**src/rtl/onehot_dec_pkg.sv**
```systemverilog
// Shared definitions for the one-hot scan decoder: FSM encodings and output width helper.
package onehot_dec_pkg;

  localparam logic [1:0] ST_IDLE   = 2'd0;
  localparam logic [1:0] ST_DIRECT = 2'd1;
  localparam logic [1:0] ST_SCAN   = 2'd2;

  typedef enum logic [1:0] {
    IDLE   = ST_IDLE,
    DIRECT = ST_DIRECT,
    SCAN   = ST_SCAN
  } state_t;

  function automatic int onehot_width(input int sel_w);
    return 1 << sel_w;
  endfunction

endpackage

```
**src/rtl/onehot_scan_decoder_dwell_timer.sv**
```systemverilog
// Dwell counter for scan stepping: counts 0..dwell and strobes step on the terminal count.
module dwell_timer #(
  parameter int DWELL_W = 8
) (
  input  logic               clk,
  input  logic               rst_n,
  input  logic               run,
  input  logic               clear,
  input  logic [DWELL_W-1:0] dwell,
  output logic               step
);

  logic [DWELL_W-1:0] cnt;

  // >= rather than == so that shrinking dwell below the current count steps at once
  assign step = run && (cnt >= dwell);

  always_ff @(posedge clk) begin
    if (!rst_n) begin
      cnt <= '0;
    end else if (clear) begin
      cnt <= '0;
    end else if (run) begin
      cnt <= step ? '0 : cnt + DWELL_W'(1);
    end
  end

endmodule

```
**src/rtl/onehot_scan_decoder.sv**
```systemverilog
// Registered SEL_W-to-2^SEL_W one-hot decoder with direct (handshake) and auto-scan modes.
// state  | meaning
// IDLE   | no index decoded, outputs off
// DIRECT | drive the last accepted index
// SCAN   | step the index every dwell+1 cycles
module onehot_scan_decoder
  import onehot_dec_pkg::*;
#(
  parameter  int SEL_W   = 3,
  parameter  int DWELL_W = 8,
  localparam int N       = onehot_width(SEL_W)
) (
  input  logic               clk,
  input  logic               rst_n,
  input  logic               en,
  input  logic               mode,
  input  logic [SEL_W-1:0]   sel,
  input  logic               sel_valid,
  output logic               sel_ready,
  input  logic [DWELL_W-1:0] dwell,
  output logic [N-1:0]       y,
  output logic               y_valid,
  output logic [SEL_W-1:0]   idx,
  output logic               wrap
);

  state_t           state, state_next;
  logic [SEL_W-1:0] idx_next;
  logic             wrap_next;
  logic             accept;
  logic             run, clear, step;
  logic             out_on;

  assign sel_ready = en & rst_n;
  assign accept    = sel_valid & sel_ready;

  // The counter only advances while scanning; any other enabled cycle restarts it from 0.
  assign run   = en && (state == SCAN) && mode;
  assign clear = en && ((state != SCAN) || accept || !mode);

  dwell_timer #(.DWELL_W(DWELL_W)) u_dwell_timer (
    .clk   (clk),
    .rst_n (rst_n),
    .run   (run),
    .clear (clear),
    .dwell (dwell),
    .step  (step)
  );

  always_comb begin
    state_next = state;
    idx_next   = idx;
    wrap_next  = 1'b0;
    if (en) begin
      case (state)
        IDLE: begin
          if (mode) begin
            state_next = SCAN;
            idx_next   = accept ? sel : '0;
          end else if (accept) begin
            state_next = DIRECT;
            idx_next   = sel;
          end
        end
        DIRECT: begin
          if (accept) idx_next = sel;
          if (mode) state_next = SCAN;
        end
        SCAN: begin
          if (!mode) begin
            state_next = DIRECT;
            if (accept) idx_next = sel;
          end else if (accept) begin
            idx_next = sel;
          end else if (step) begin
            idx_next  = idx + SEL_W'(1);
            wrap_next = (idx == '1);
          end
        end
        default: state_next = IDLE;
      endcase
    end
  end

  assign out_on = en && (state_next != IDLE);

  always_ff @(posedge clk) begin
    if (!rst_n) begin
      state   <= IDLE;
      idx     <= '0;
      wrap    <= 1'b0;
      y_valid <= 1'b0;
      y       <= '0;
    end else begin
      state   <= state_next;
      idx     <= idx_next;
      wrap    <= wrap_next;
      y_valid <= out_on;
      y       <= out_on ? (N'(1) << idx_next) : '0;
    end
  end

endmodule

```
**config.mk**
```make
export PLATFORM = sky130hd
export DESIGN_NAME = onehot_scan_decoder
export DESIGN_NICKNAME = d
export VERILOG_FILES = /design/src/rtl/onehot_dec_pkg.sv /design/src/rtl/onehot_scan_decoder_dwell_timer.sv /design/src/rtl/onehot_scan_decoder.sv
export SDC_FILE = /design/constraint.sdc
export NUM_CORES = 1
export LEC_CHECK = 0
export CAP_MARGIN = 10
export CORE_ASPECT_RATIO = 0.6
export CORE_MARGIN = 10
export CORE_UTILIZATION = 50
export CTS_CLUSTER_SIZE = 30
export DETAILED_ROUTE_END_ITERATION = 10
export GPL_ROUTABILITY_DRIVEN = 1
export PLACE_DENSITY = 0.84
export SYNTH_ARGS = -nofsm -noshare
export SYNTH_HDL_FRONTEND = slang
export SYNTH_SLANG_ARGS = --single-unit
```
**constraint.sdc**
```tcl
create_clock -name clk -period 2.4 [get_ports clk]
set_input_delay 0.36 -clock clk [delete_from_list [all_inputs] [get_ports clk]]
set_output_delay 0.36 -clock clk [all_outputs]
set_load 0.01 [all_outputs]
```
* After elaboration in Yosys (flattened, before gate mapping)
Cells that the tools add are included.
** Word-level totals
- Logic and storage cells :: 49
- Input port bits :: 16
- Bits in registers :: 23
** Operators by class
- Bitwise operators :: 7
- Multiplexer cells :: 15
- $lt $le $gt $ge :: 1
- Shifts and indexed selects :: 1
- $add $sub $neg :: 2
- Reductions and logical operators :: 13
- Equal/unequal tests :: 4
** Operator list (number)
- 3-bit 2-to-1 mux :: 7
- 2-bit 2-to-1 mux :: 5
- 3-bit case mux with 3 select lines :: 1
- 8-bit by 1-bit adder with 8-bit output, second input constant :: 1
- 8-bit greater-or-equal comparator :: 1
- 8-bit 2-to-1 mux :: 1
- 1-bit by 3-bit left shift with 8-bit output, first input constant :: 1
- 2-bit case mux with 3 select lines :: 1
- 6-bit OR reduction :: 1
- 1-bit logical AND :: 5
- 1-bit NOT :: 5
- 3-bit by 1-bit adder with 3-bit output, second input constant :: 1
- 3-bit equality test, second input constant :: 1
- 1-bit bitwise AND :: 2
- 2-bit by 1-bit equality test with 1-bit output, second input constant :: 1
- 2-bit equality test, second input constant :: 1
- 2-bit logical NOT :: 1
- 1-bit logical OR :: 2
- 2-bit != test, second input constant :: 1
- 2-bit AND reduction :: 1
- 2-bit nonzero test :: 1
- 2-bit OR reduction :: 1
- 1-bit logical NOT :: 1

* Longest topological paths before layout
Gate-level depths: netlist (run 1).
- Depth after elaboration :: 10
- Mapped depth :: 9

* Cells and area by module
A second synthesis (run 1) with hierarchy kept.
** Second synthesis, totals
- Cell total of the unflattened synthesis :: 141
- Area, all modules :: 1275.0 um2
** By module, submodules not included
- onehot_scan_decoder :: area each 683.2 um2, times used 1, cells an instance 78
- dwell_timer :: area each 591.8 um2, times used 1, cells an instance 63

* Least setup slack after synthesis (run 1)
OpenSTA, ideal clock, no wires.
- Path kind :: input port to flip-flop
- From :: in dwell[7]
- To :: reg y[0]
- Path slack :: 378 ps
- Path buffers :: 0
- Stages :: 9
- Setup time :: 66 ps
- Arrival time :: 1956 ps
- Data required time :: 2334 ps
- Cell sequence :: inv_1 > ha_1 > a21oi_1 > o21a_1 > nand2b_1 > and2_4 > a211oi_2 > or4_1 > nor2_1
** On the way
- Cells in the longest elaborated chain, start to end :: 8
** RTL lines
- start: declaration :: RTL line onehot_scan_decoder.sv:20 : input logic [DWELL_W-1:0] dwell,
- 8-bit greater-or-equal comparator :: RTL line onehot_scan_decoder_dwell_timer.sv:16 : assign step = run && (cnt >= dwell);
- 1-bit logical AND :: RTL line onehot_scan_decoder_dwell_timer.sv:16
- 3-bit 2-to-1 mux :: RTL line onehot_scan_decoder.sv:75 : end else if (step) begin
- 3-bit 2-to-1 mux :: RTL line onehot_scan_decoder.sv:73 : end else if (accept) begin
- 3-bit 2-to-1 mux :: RTL line onehot_scan_decoder.sv:70 : if (!mode) begin
- 3-bit case mux with 3 select lines :: RTL line onehot_scan_decoder.sv:55 : case (state)
- 3-bit 2-to-1 mux :: RTL line onehot_scan_decoder.sv:54 : if (en) begin
- 1-bit by 3-bit left shift with 8-bit output :: RTL line onehot_scan_decoder.sv:99 : y <= out_on ? (N'(1) << idx_next) : '0;
- end signal: assignment :: RTL line onehot_scan_decoder.sv:99
- end: declaration :: RTL line onehot_scan_decoder.sv:21 : output logic [N-1:0] y,
No other way between the ends.
A chain may end at the register's enable or synchronous reset.

* Worst setup path after layout (run 1)
- From :: in dwell[2]
- To :: reg y[1]
Same word-level chain as after synthesis.

==> results.cfg, run 1 <==
[placement]
gp_routability_congestion = 0.882
port_buffers = 29
hpwl_um = 3070

[synthesis]
ys_seq_elements = 23
syn_avg_cell_area_um2 = 8.43
syn_nets = 189
synth_seq_area_share_pct = 33.7
post_synth_instance_area_um2 = 1370
ys_warn_count = 0
synth.distinct_cells = 44
synthCells = 162

[sta]
post-route-period-util_pct = 96.1
rsz0062_at_grt = true
period_needed_ns = 2.31
worstMarginPinSlew_ns = 0.494
max-slew-margin-rel_pct = 67.1
setup_tns_ns = 0
worst_clock_skew_ns = 0.00501
slew_viol_final = 0
finalSetupViolCount = 0
hold_violations = 0
hold_slack_ns = 0.538
max_freq_mhz = 434

[die]
ios = 30
core-area_um2 = 2560
fp.dieW_um = 87.5
dieArea_um2 = 5290
core.rowCount = 14
start_util_pct = 53.4
fp.dieH_um = 60.5

[route]
vias_per_cell = 5.67
drt-total-wl_um = 3800
drc = 0
first_pass_iters = 4
avgRoutedWirePerCell_um = 16.0
vias = 1343
initialDrtViolationCount = 160
drtAntennaViolNets = 0

[min_path]
min_path_type = reg2reg

[critical_path]
startpoint_type = primary input
cp.arrival_ns = 2.52
criticalPathCategory = in2reg
crit_chain = clkdlybuf4s50_1 -> inv_1 -> ha_1 -> a31oi_1 -> nor2b_1 -> o21ai_2 -> and2_4 -> a211oi_2 -> or4_4 -> nor2_2
slowest_delay_ns = 0.54
crit_required_ns = 2.62
crit_path_end_kind = flop
cp_slowest_cell = or4_4
crit_path_max_fanout = 4

[pwr]
p_leak_nw = 0.792
vdd_ir_drop_max_mv = 0.232
fin_total_pwr_uw = 812
powerDensity_nw_per_um2 = 435

[clock_network]
insertion_delay_ns = 0.27
htreeDepth = 1
cts_made_buffers = 3
cts.clk_slew.worst_paths_ns = 0.09
cts.sink_count = 23
cts_tree = built
cts_buffer_depth = 2
ctsHoldBuffers = 0
root_buffer = clkbuf_8

[status]
status = completed

[grt]
grtUsageMet2_pct = 23.8
grt.total_usage_pct = 14.8
grt_pass1_vias = 1298
grtUsageMet3_pct = 4.28
grt-busiest-layer = met2
grt_use_met1_pct = 18.9
grt_start_max_net_pins = 15
grt_pass1_wl_um = 6170
antenna_found_initial = 0
grt_overflow = 0

[final_layout]
antennaDiodeCount = 0
final_layout_size_suffix_gt1_share_pct = 16.1
fin_nets = 233
final_core_util_pct = 73.0
syn_to_final_growth_pct = 36.6

[flow_run]
maxCapViolations = 0
through the flow:
| stage | setup WS, ns | instances | instance area (um^2) |
|---|---|---|---|
| finish | 0.0933 | 237 | 1870 |
| global route | -0.0442 | 237 | 1870 |
| CTS | 0.0352 | 236 | 1820 |
| detailed placement | -0.234 | 232 | 1770 |
| global placement | -0.137 | 232 | 1770 |
| floorplan | 0.378 | 162 | 1370 |
cell usage in the layout (no fill, tap or decap), types with 5 or more instances in the layout:
| cell type | count |
|---|---|
| a21oi_1 | 8 |
| buf_4 | 16 |
| clkdlybuf4s50_1 | 28 |
| dfxtp_1 | 23 |
| ha_1 | 10 |
| inv_1 | 11 |
| nand2_1 | 10 |
| nand3_1 | 9 |
| nor2_1 | 21 |
| xor2_1 | 5 |
where the power goes:
| group | leakage, nW | total (mW) | internal [mW] | switching (mW) |
|---|---|---|---|---|
| logic | 0.580 | 0.162 | 0.0868 | 0.0755 |
| clock network | 0.0255 | 0.247 | 0.116 | 0.131 |
| registers | 0.186 | 0.403 | 0.390 | 0.0134 |
path summary, 6_finish.rpt:
| path | endpoint | cells past startpoint | slack [ns] | from |
|---|---|---|---|---|
| worst min-delay path | u_dwell_timer.cnt[7]$_SDFFE_PP0P_ | 2 | 0.54 | u_dwell_timer.cnt[7]$_SDFFE_PP0P_ |
| worst min register to register | u_dwell_timer.cnt[7]$_SDFFE_PP0P_ | 2 | 0.54 | u_dwell_timer.cnt[7]$_SDFFE_PP0P_ |
| worst max-delay path | y[1]$_SDFF_PP0_ | 10 | 0.09 | dwell[2] |
| worst max register to register | y[3]$_SDFF_PP0_ | 7 | 0.17 | state[1]$_SDFF_PN0_ |
layout make-up:
class,instances,area [um^2]
sequential,23,460
inverter,11,41.3
timing repair buffer,45,413
multi-input combinational,122,866
clock inverter,1,5.00
tap,32,40.0
fill,187,691
clock buffer,3,41.3
routing by layer:
metal / vias up / part of all wire (%)
li1: 649 / -
met1: 630 / 43
met2: 56 / 46
met3: 8 / 8.6
met4: 0 / 2.1
met5: - / 0
logic make-up (layout without fill, tap and decap cells):
| group | after synthesis | after routing | share of synthesized area [%] |
|---|---|---|---|
| AOI/OAI and AO/OA | 28 | 28 | 14.9 |
| and+or+nand+nor | 74 | 74 | 29.5 |
| muxes | 2 | 2 | 1.47 |
| adders and majority gates | 11 | 11 | 10.1 |
| DFF | 23 | 23 | 33.7 |
| xor gates and xnor gates | 7 | 7 | 4.49 |
| buffers and inverters | 17 | 60 | 5.86 |
worst max-delay path: cells and delay by family:
kind	cells	cell delay (ns)
adder cells (fa/ha/maj)	1	0.28
AND/OR/NAND/NOR	4	0.94
buffers and inverters	2	0.50
AO/OA/AOI/OAI	3	0.44
cells in the mapped netlist, drive strengths merged:
cell	number	area (um^2)
xnor2	2	17.5
and3	3	18.8
nand2b	5	31.3
or4	1	7.51
o211ai	1	7.51
xor2	5	43.8
nand2	10	37.5
and4	1	8.76
o311ai	1	8.76
mux2i	2	20.0
a21boi	2	26.3
nand3	10	62.6
o21ai	5	28.8
a41oi	1	8.76
nor4	1	6.26
o21a	1	7.51
clkbuf	2	7.51
and4b	2	20.0
a31oi	2	12.5
and2b	1	7.51
nand4b	2	17.5
o221ai	1	8.76
or3	1	6.26
nand3b	2	15.0
ha	11	138
and2	5	33.8
nor2b	4	25.0
o2111ai	1	8.76
nand4	3	18.8
a211o	2	17.5
o31ai	1	7.51
inv	11	41.3
buf	4	31.3
dfxtp	23	460
a211oi	1	12.5
nor2	23	86.3
a21oi	9	48.8
flip-flops by register name, indices dropped and copies added, names as in the netlist:
register and cells:
u_dwell_timer.cnt 8, y 8, idx 3, state 2
wrap 1, y_valid 1
timing repair:
action                                 4_1_cts  5_1_grt
buffers inserted                             0        1
setup endpoints to repair                    0        9
endpoints found under the hold margin        0        0
resized for setup                            0        8
Power figures use the tool's default switching activity.
==> run 2, diff against run 1 <==
CAP_MARGIN = 20   (was 10)
==> results of run 2 <==
The final DEF is identical to that of run 1; final timing and power are the same.
